[config.mk]
export PLATFORM = sky130hd
export DESIGN_NAME = dma_ctrl
export DESIGN_NICKNAME = d
export VERILOG_FILES = /design/src/rtl/dma_ctrl.sv
export SDC_FILE = /design/constraint.sdc
export NUM_CORES = 1
export LEC_CHECK = 0
export CAP_MARGIN = 15
export CORE_MARGIN = 2
export CORE_UTILIZATION = 48
export CTS_BUF_LIST = sky130_fd_sc_hd__clkbuf_16
export CTS_CLUSTER_DIAMETER = 120
export DETAILED_ROUTE_END_ITERATION = 16
export GPL_ROUTABILITY_DRIVEN = 0
export PLACE_DENSITY = 0.8
export SLEW_MARGIN = 20
export SYNTH_ARGS = -nofsm -noshare
export SYNTH_HDL_FRONTEND = slang
export SYNTH_SLANG_ARGS = --single-unit
[constraint.sdc]
create_clock -name clk -period 2.6 [get_ports clk]
set_clock_uncertainty 0.05 [all_clocks]
set_input_delay 0.52 -clock clk [delete_from_list [all_inputs] [get_ports clk]]
set_output_delay 0.52 -clock clk [all_outputs]
set_load 0.1 [all_outputs]
[src/rtl/dma_ctrl.sv]
// dma_ctrl: single-channel DMA copy engine feeding mem_bus.
// Reads one byte from the TX ROM, writes it into RX memory on the next cycle,
// and walks both addresses (mod 2^WIDTH) until the latched length is reached.
// Optional feature macro: DMA_ABORT_EN adds an `abort` input that ends the
// transfer early (a write already in flight still completes).
module dma_ctrl #(
    parameter int WIDTH = 8
) (
    input  logic             clk,
    input  logic             rst,
    input  logic             start,
    input  logic [WIDTH-1:0] src_addr,
    input  logic [WIDTH-1:0] dst_addr,
    input  logic [WIDTH-1:0] xfer_len,
    input  logic [WIDTH-1:0] data_tx_out,
`ifdef DMA_ABORT_EN
    input  logic             abort,
`endif
    output logic [WIDTH-1:0] tx_mem_addr,
    output logic [WIDTH-1:0] rx_mem_addr,
    output logic [WIDTH-1:0] data_rx_in,
    output logic             mem_wr_en,
    output logic             busy,
    output logic             done,
    output logic [WIDTH-1:0] xfer_cnt
);

    typedef enum logic [1:0] {
        IDLE  = 2'd0,
        READ  = 2'd1,
        WRITE = 2'd2,
        DONE  = 2'd3
    } state_t;

    state_t           state_q;
    logic [WIDTH-1:0] tx_addr_q;
    logic [WIDTH-1:0] rx_addr_q;
    logic [WIDTH-1:0] data_q;
    logic [WIDTH-1:0] len_q;
    logic [WIDTH-1:0] cnt_q;
    logic [WIDTH-1:0] cnt_d;
    logic             abort_s;

`ifdef DMA_ABORT_EN
    assign abort_s = abort;
`else
    assign abort_s = 1'b0;
`endif

    // Byte count after the write happening in the current WRITE cycle.
    assign cnt_d = cnt_q + 1'b1;

    // Transfer sequencer: latches the command, walks addresses, counts writes.
    always_ff @(posedge clk or negedge rst) begin
        if (!rst) begin
            state_q   <= IDLE;
            tx_addr_q <= '0;
            rx_addr_q <= '0;
            data_q    <= '0;
            len_q     <= '0;
            cnt_q     <= '0;
        end else begin
            case (state_q)
                IDLE: begin
                    if (start) begin
                        len_q <= xfer_len;
                        cnt_q <= '0;
                        if (xfer_len == '0) begin
                            state_q <= DONE;
                        end else begin
                            tx_addr_q <= src_addr;
                            rx_addr_q <= dst_addr;
                            state_q   <= READ;
                        end
                    end
                end
                READ: begin
                    // An abort here means this byte is never written.
                    if (abort_s) begin
                        state_q <= DONE;
                    end else begin
                        data_q  <= data_tx_out;
                        state_q <= WRITE;
                    end
                end
                WRITE: begin
                    // The write strobed this cycle always lands, so it is counted.
                    cnt_q <= cnt_d;
                    if (cnt_d == len_q || abort_s) begin
                        state_q <= DONE;
                    end else begin
                        tx_addr_q <= tx_addr_q + 1'b1;
                        rx_addr_q <= rx_addr_q + 1'b1;
                        state_q   <= READ;
                    end
                end
                DONE:    state_q <= IDLE;
                default: state_q <= IDLE;
            endcase
        end
    end

    // Strobes decode the state register only, so they never glitch on inputs.
    assign mem_wr_en   = (state_q == WRITE);
    assign busy        = (state_q == READ) || (state_q == WRITE);
    assign done        = (state_q == DONE);
    assign tx_mem_addr = tx_addr_q;
    assign rx_mem_addr = rx_addr_q;
    assign data_rx_in  = data_q;
    assign xfer_cnt    = cnt_q;

endmodule

After elaboration in Yosys (flattened, before gate mapping) --
Cells that the tools add are included.
Word-level totals: bits in registers 42, latch bits 0, memory bits (writable) 0, bits in read-only memories 0, input port bits 35, output and inout bits 35, word-level logic and storage cells 37, memories 0
Cells by class: $add $sub $neg 3, $mul 0, divide/modulo/power cells 0, $lt $le $gt $ge 0, equal/unequal tests 7, shift-type cells 0, muxes and demuxes 14, bitwise logic cells 0, reduce and logical (&&, ||, !) cells 7
Operator list (number):
- 2-to-1 mux 8 bit | 7
- case mux 8 bit (2 select lines) | 3
- adder 8 x 1 -> 8 bit, second input constant | 3
- equality test 8 bit | 1
- zero test 8 bit | 1
- case mux 2 bit (4 select lines) | 1
- 2-to-1 mux 2 bit | 3
- inequality test 2 bit, second input constant | 3
- equality test 2 bit, second input constant | 2
- AND reduction 2 bit | 2
- AND reduction 4 bit | 1
- equality test 2 x 1 -> 1 bit, second input constant | 1
- zero test 2 bit | 1
- nonzero test 2 bit | 1
- logical OR 1 bit | 1

Longest topological paths before layout --
Gate-level depths: netlist of run 1.
word-level depth 4, depth in mapped cells 10, depth with buffers taken out 8

Worst setup path before layout of run 1 --
No wires, ideal clock.
kind reg2reg, start register cnt_q[2], in the netlist xfer_cnt[2], end register rx_addr_q[2], in the netlist rx_mem_addr[2], setup time 0.124 ns, data arrival time 2.727 ns, required time 2.426 ns, setup slack -0.301 ns, cell stages (with the launch flop) 10, buffers on the path 3, period minus slack after synthesis 2.901 ns, cell sequence dfrtp_1 buf_2 and4_4 nand4_4 and4b_1 o211a_4 nand2b_4 buf_6 buf_6 a211o_1
Between the ends: longest elaborated chain between the ends 4
RTL lines:
- start: declaration | RTL line 40 | logic [WIDTH-1:0] cnt_q;
- start signal: assignment | RTL line 88 | cnt_q <= cnt_d;
- adder 8 x 1 -> 8 bit | RTL line 51 | assign cnt_d = cnt_q + 1'b1;
- equality test 8 bit | RTL line 89 | if (cnt_d == len_q || abort_s) begin
- inequality test 2 bit (no line)
- AND reduction 4 bit (no line)
- end signal: assignment | RTL line 72 | rx_addr_q <= dst_addr;
- end signal: assignment | RTL line 93 | rx_addr_q <= rx_addr_q + 1'b1;
- end: declaration | RTL line 37 | logic [WIDTH-1:0] rx_addr_q;
Every way passes these cells. A chain may end at the register's enable or synchronous reset.

Worst setup path in the final report of run 1 --
start register cnt_q[1], in the netlist xfer_cnt[1], end register tx_addr_q[0], in the netlist tx_mem_addr[0]
Between the ends: longest elaborated chain between the ends 4
RTL lines:
- adder 8 x 1 -> 8 bit | RTL line 51
- equality test 8 bit | RTL line 89
- inequality test 2 bit (no line)
- AND reduction 4 bit (no line)
- end signal: assignment | RTL line 71 | tx_addr_q <= src_addr;
- end signal: assignment | RTL line 92 | tx_addr_q <= tx_addr_q + 1'b1;
- end: declaration | RTL line 36 | logic [WIDTH-1:0] tx_addr_q;
Every way passes these cells.

==> impl_results.md, run 1 <==
* Status: finished, final reports clean
* Initial Utilization at 0.493
* CTS Buffer Depth at 2
* R2R setup slack at 250 ps
* Worst setup SP type: register
* Max-Cap Viols at 0
* First drt pass iteration count at 4
* Critical Path Sink Type: register
* Crit path kind: register to register
* CTS tree: built
* Final Cell Area at ~3300 um^2
* Clock slew at reported path FFs at around 60 ps
* Gr usage total at 0.217
* Top_reg_cell synth: dfrtp_1
* Worst-margin pin slew at roughly 620 ps
* Number of global-route vias before repair at around 2200
* Layout cells sized above 1 at 0.270
* Number of synthesized flops with an enable pin at 0
* Pre-CTS WS at roughly 140 ps
* Initial antenna violation count at 0
* DP HPWL at 4270 um
* Synthesis-stage register bit count at 42
* Clk sinks at 42
* Die Y at 76.2 um
* Tcrit/Tclk final at 0.904
* Most common cell after layout, fill and taps aside: buf_4
* Placed instance area at ~3200 um^2
* Post-synthesis sequential area ratio at 0.420
* Crit path required time at roughly 2800 ps
* Final WL at 6030 um
* Ys async rst share at 1.00
* Total number of H-tree levels at 2
* GRT overflow at 0
* Rel. slew slack at 0.586
* Nets at 359
* Vias after detailed routing at 2219
* Setup TNS at 0 ps
* Post CTS Setup Buffer Count at 0
* Die width at about 76 um
* Hold/Removal Path Class: input pin to asynchronous set/reset pin
* Setup Viol. Count Final at 0
* Fillers at roughly 420
* Synth warn at 0
* Netlist cell types at 44
* WL/cell at between 15 and 20 um
* Top Ports at 70
* Worst skew pair latency at 280 ps
* Syn nets at 293
* Register area at 1060 um^2
* Area delta synth->final at 33.5%
* Core area at between 5000 and 6000 um^2
* Max Fanout on Critical Path at 17
* Multi-input combinational cell area at around 1400 um^2
* Most frequent cells in the layout: buf_4 (39), dfrtp_1 (36), clkdlybuf4s50_1 (33)
* First-pass GRT wire length at between 10000 and 15000 um
* Final Hold Violating Endpoints at 0
* Crit path time final at between 2000 and 2500 ps
* Post-Syn Area at between 2000 and 3000 um^2
* Largest net degree at the start of global routing at 31
* Hold_buf cts at 0
* Violation count after the first detailed-route iteration at roughly 140
* Row count at 26
* Via/cell ratio at around 5.7
* DRC viols at 0
* Fmax at 425 MHz
* PostCTS Resize Cnt at 0
* ANT cells at 0
* Die area at 5810 um^2
* CTS buffer count at 5
* Worst path arrival time at approximately 2500 ps
* Unrepaired setup endpoints after global routing: no
* ANT nets after route at 0
* Gate Count Post-Synth at around 250
* Final slew viol count at 0
* Crit path setup slack, layout at 249 ps
* # port buffers at approximately 70
* Mean post-synth cell area at between 9 and 10 um^2
* Clk root buf: clkbuf_16
-- cell usage after synthesis, types with 2 or more instances --
master     n  area share
a211o_1   10       0.035
a21oi_1   10       0.020
a31o_1     3       0.010
a31o_2     5       0.017
and3_1     9       0.022
and4b_1    2      0.0080
buf_4      2      0.0060
buf_6      2      0.0090
clkbuf_1  10       0.015
dfrtp_1   42        0.42
ha_1       7       0.035
inv_1      5      0.0075
mux2_2    16       0.072
mux2i_1    7       0.028
nand2_1   22       0.033
nand2b_1   8       0.020
nand3_1    8       0.016
nand4b_1   5       0.017
nor2_1    13       0.019
nor2b_1    4       0.010
nor3_1     6       0.012
nor4_1     7       0.017
o211ai_1   2      0.0060
o21ai_0   12       0.024
o21ai_1    4      0.0080
o32ai_1    3       0.010
or2_2      3      0.0075
or3_1      2      0.0050
xnor2_1    3       0.010
xor2_1     5       0.017
-- per-layer routing --
layer / share of wire / track usage / up-vias
li1: - / - / 1049
met1: 0.42 / 0.275 / 1112
met2: 0.53 / 0.372 / 52
met3: 0.040 / 0.0438 / 6
met4: 0.0073 / 0.0673 / 0
met5: 0 / 0 / -
-- critical path: stages, from the launching register on --
cell and delay [ps]:
dfrtp_2 430, ha_1 340, nand2b_1 110, o211a_1 210, o32ai_1 300, o211a_4 340, nand2b_4 290, mux2i_1 200
-- cell type report --
class	instances	share of cell area
flip-flops and latches	42	0.317
inverters	5	0.00562
clock buffers	5	0.0374
clock inverters	3	0.0135
repair buffers	74	0.194
multi-input cells	189	0.406
well taps	70	0.0262
-- metrics by stage --
stage	hold WS, ps	util	cells
after global placement	443	0.625	380
after global routing	234	0.659	388
after CTS	205	0.659	388
after floorplan	174	-	251
after detailed placement	448	0.625	380
final	182	0.659	388
-- sequential cells by signal, indices dropped and copies added, names as in the netlist --
signal / count
data_rx_in: 8
xfer_cnt: 8
len_q: 8
rx_mem_addr: 8
tx_mem_addr: 8
state_q: 2
-- path summary, 6_finish.rpt --
| kind | start | end | depth (start not counted) |
|---|---|---|---|
| setup / recovery | xfer_cnt[1] | tx_mem_addr[0] | 7 |
| hold / removal | rst | rx_mem_addr[7] | 1 |
| hold reg to reg | data_rx_in[0] | data_rx_in[0] | 1 |
| max in group asynchronous | rst | data_rx_in[4] | 2 |
| setup reg to reg | xfer_cnt[1] | tx_mem_addr[0] | 7 |
| min in group clk | data_rx_in[0] | data_rx_in[0] | 1 |
-- cells by family (layout without fill, tap and decap cells) --
| kind of cell | count (synthesis) | count (layout) | synth area share |
|---|---|---|---|
| AOI/OAI and AO/OA | 57 | 57 | 0.164 |
| buffers and inverters | 20 | 87 | 0.0395 |
| muxes | 23 | 23 | 0.100 |
| and+or+nand+nor | 94 | 94 | 0.214 |
| DFF | 42 | 42 | 0.420 |
| xor gates and xnor gates | 8 | 8 | 0.0280 |
| adders and majority gates | 7 | 7 | 0.0350 |
Power of run 1 is not shown: default switching activity piles up to over one toggle a cycle in this logic, so the estimate is an artifact.
==> run 2: changes to the inputs <==
- ABC_AREA: not set -> 1
- CORE_UTILIZATION: 48 -> 51
- PLACE_DENSITY: 0.8 -> 0.85
- clock period: 2.6 -> 2.75 ns (I/O delays scaled with it)
==> impl_results.md, run 2 <==
* Status: finished, final reports clean
* Largest net degree at the start of global routing at 43 (+39%)
* Final Hold Violating Endpoints at 0 (unchanged)
* Hold_buf cts at 0 (unchanged)
* Post-synthesis sequential area ratio at 0.433 (+0.0130)
* Area delta synth->final at 31.9%
* Synthesis-stage register bit count at 42 (unchanged)
* Worst skew pair latency at 280 ps (about the same)
* Mux cell area share after synthesis at 0.0185 (-0.0814)
* Stages on the worst setup path at 7 (unchanged)
* PostCTS Resize Cnt at 0 (unchanged)
* Unrepaired setup endpoints after global routing: no
* Pre-CTS WS at 417 ps (+276 ps)
* Worst Setup SP: state_q[0]
* # port buffers at 69 (unchanged)
* Gr usage total at 0.237 (+0.0203)
* Top_reg_cell synth: dfrtp_1
* WL/cell at 13.5 um (-13%)
* Clk root buf: clkbuf_16
* Most common cell after layout, fill and taps aside: nand2_1
* Worst-path cell chain: inv_1, ha_1, inv_1, o21ai_2, nand3_4, nand2_1, nand2_1
* Core area at 4660 um^2 (-8.2%)
* Final WL at 5970 um (-0.90%)
* Crit path required time at 2870 ps (+110 ps)
* Post-synthesis compound-gate area fraction at 0.0690 (-0.0949)
* Synth area leader: dfrtp_1
* Setup Viol. Count Final at 0 (unchanged)
* Post-synth top cells: nand2_1 (124), dfrtp_1 (42), inv_1 (22), nand3_1 (22), nand4_1 (19)
* CTS buffer count at 5 (unchanged)
* Ys async rst share at 1.00 (unchanged)
* CTS tree: built
* First-pass GRT wire length at 9920 um (-3.7%)
* Top-area cell type share of the netlist area at 0.433 (+0.0130)
* Gate Count Post-Synth at 318 (+27%)
* Max-Cap Viols at 0 (unchanged)
* Worst r2r src: state_q[0]
* Die Y at 73.0 um (-4.2%)
* Mean post-synth cell area at 7.64 um^2 (-23%)
* CTS Buffer Depth at 2 (unchanged)
* DRC viols at 0 (unchanged)
* First drt pass iteration count at 4 (unchanged)
* ANT nets after route at 0 (unchanged)
* Initial antenna violation count at 0 (unchanged)
* Netlist cell types at 28 (-36%)
* Number of synthesized flops with an enable pin at 0 (unchanged)
* Setup TNS at 0 ps (unchanged)
* CP bufs+invs at 2 (+2)
* Die area at 5330 um^2 (-8.3%)
* Die width at 73.0 um (-4.2%)
* Nets at 429 (+19%)
* Hold WS at 361 ps (+179 ps)
* Syn nets at 360 (+23%)
* Worst setup SP type: register
* Top Ports at 70 (unchanged)
* CP max stage cell: o21ai_2
* ANT cells at 0 (unchanged)
* Clk sinks at 42 (unchanged)
* Clock slew at reported path FFs at 60 ps (about the same)
* Final slew viol count at 0 (unchanged)
* R2R setup slack at 550 ps (+300 ps)
* Count leader, synth: nand2_1
* Worst-margin pin slew at 937 ps (+317 ps)
* Tcrit/Tclk final at 0.800 (-0.104)
* Reg2reg path depth at 7 (unchanged)
* DP HPWL at 4330 um (+1.2%)
* Reg-to-reg endpoint: rx_mem_addr[3]
* Main combinational cell family by area after synthesis: simple AND/OR/NAND/NOR gates
* Initial Utilization at 0.521 (+0.0277)
* Via/cell ratio at 5.30 (-7.4%)
* Critical Path Sink Type: register
* Post-Synth XOR/XNOR Area at 0.0361 (+0.00808)
* Top Family by Delay on Critical Path: compound AO/OA/AOI/OAI gates
* Worst path arrival time at 2320 ps (-190 ps)
* Post CTS Setup Buffer Count at 0 (unchanged)
* Vias after detailed routing at 2341 (+5.5%)
* Largest stage delay on the critical path at 530 ps (+100 ps)
* Crit path setup slack, layout at 550 ps (+301 ps)
* Post-Syn Area at 2430 um^2 (-3.0%)
* Number of global-route vias before repair at 2187 (-0.23%)
* Synth warn at 0 (unchanged)
* Critical Path Sink: rx_mem_addr[3]
* Hold/Removal Path Class: input pin to asynchronous set/reset pin
* Final Core Density at 0.688 (+0.0290)
* Synth Area in Adders at 0.0361 (+0.00108)
* Fmax at 455 MHz (+6.9%)
* Layout cells sized above 1 at 0.155 (-0.116)
* Simple-gate area share of the yosys netlist at 0.350 (+0.136)
* Row count at 25 (-3.8%)
* Violation count after the first detailed-route iteration at 160 (+19%)
* Crit path kind: register to register
* Synth top area cells: dfrtp_1 (43%), nand2_1 (19%), nand4_1 (4.9%), nand3_1 (4.5%), o21ai_0 (3.7%)
* Max Fanout on Critical Path at 16 (-1)
* Most frequent cells in the layout: nand2_1 (124), dfrtp_1 (42), buf_4 (38)
* Rel. slew slack at 0.375 (-0.211)
* Total number of H-tree levels at 2 (unchanged)
* GRT overflow at 0 (unchanged)
* Crit path time final at 2200 ps (-151 ps)
[run 2: per-layer routing]
metal / up-vias / wire, um / share of wire / global-route usage
met5: - / 0 / 0 / 0
met4: 0 / 68 / 0.011 / 0.0761
met3: 7 / 222 / 0.037 / 0.0470
met2: 63 / 2890 / 0.48 / 0.371
met1: 1086 / 2790 / 0.47 / 0.330
li1: 1185 / - / - / -
[run 2: metrics by stage]
stage | cells | instance area (um^2)
global placement | 434 | 3070
detailed placement | 434 | 3070
finish | 442 | 3200
floorplan | 318 | 2430
CTS | 442 | 3200
global route | 442 | 3200
[run 2: cell type report]
class	count	area [um^2]
Fill cell	393	1460
Inverter	24	90.1
Multi-Input combinational cell	242	1240
Timing Repair Buffer	72	621
Tap cell	54	67.6
Clock inverter	3	12.5
Clock buffer	5	125
Sequential cell	42	1050
[run 2: how the worst min path moves through the flow]
stage / start / end / slack [ps] / depth (start not counted)
6_report: rst / data_rx_in[0] / 360 / 1
4_1_cts: rst / len_q[5] / 390 / 1
2_1_floorplan: rst / data_rx_in[0] / 200 / 0
5_1_grt: rst / data_rx_in[0] / 420 / 1
3_3_place_gp: data_rx_in[5] / data_rx_in[5] / 410 / 2
3_5_place_dp: data_rx_in[6] / data_rx_in[6] / 420 / 2
[run 2: kinds of logic after synthesis]
| group | after synthesis |
|---|---|
| AO/OA/AOI/OAI | 30 |
| XOR/XNOR | 10 |
| adder cells (fa/ha/maj) | 7 |
| buffers and inverters | 34 |
| flip-flops | 42 |
| multiplexers | 4 |
| AND/OR/NAND/NOR | 191 |
[run 2: worst register-to-register path: cells and delay by family (launching register included)]
kind / cells / cell delay [ps]
compound gates: 1 / 530
simple gates: 3 / 490
flops: 1 / 400
fa+ha+maj: 1 / 380
buf+inv: 2 / 230
Power of run 2 is left out for the same reason.
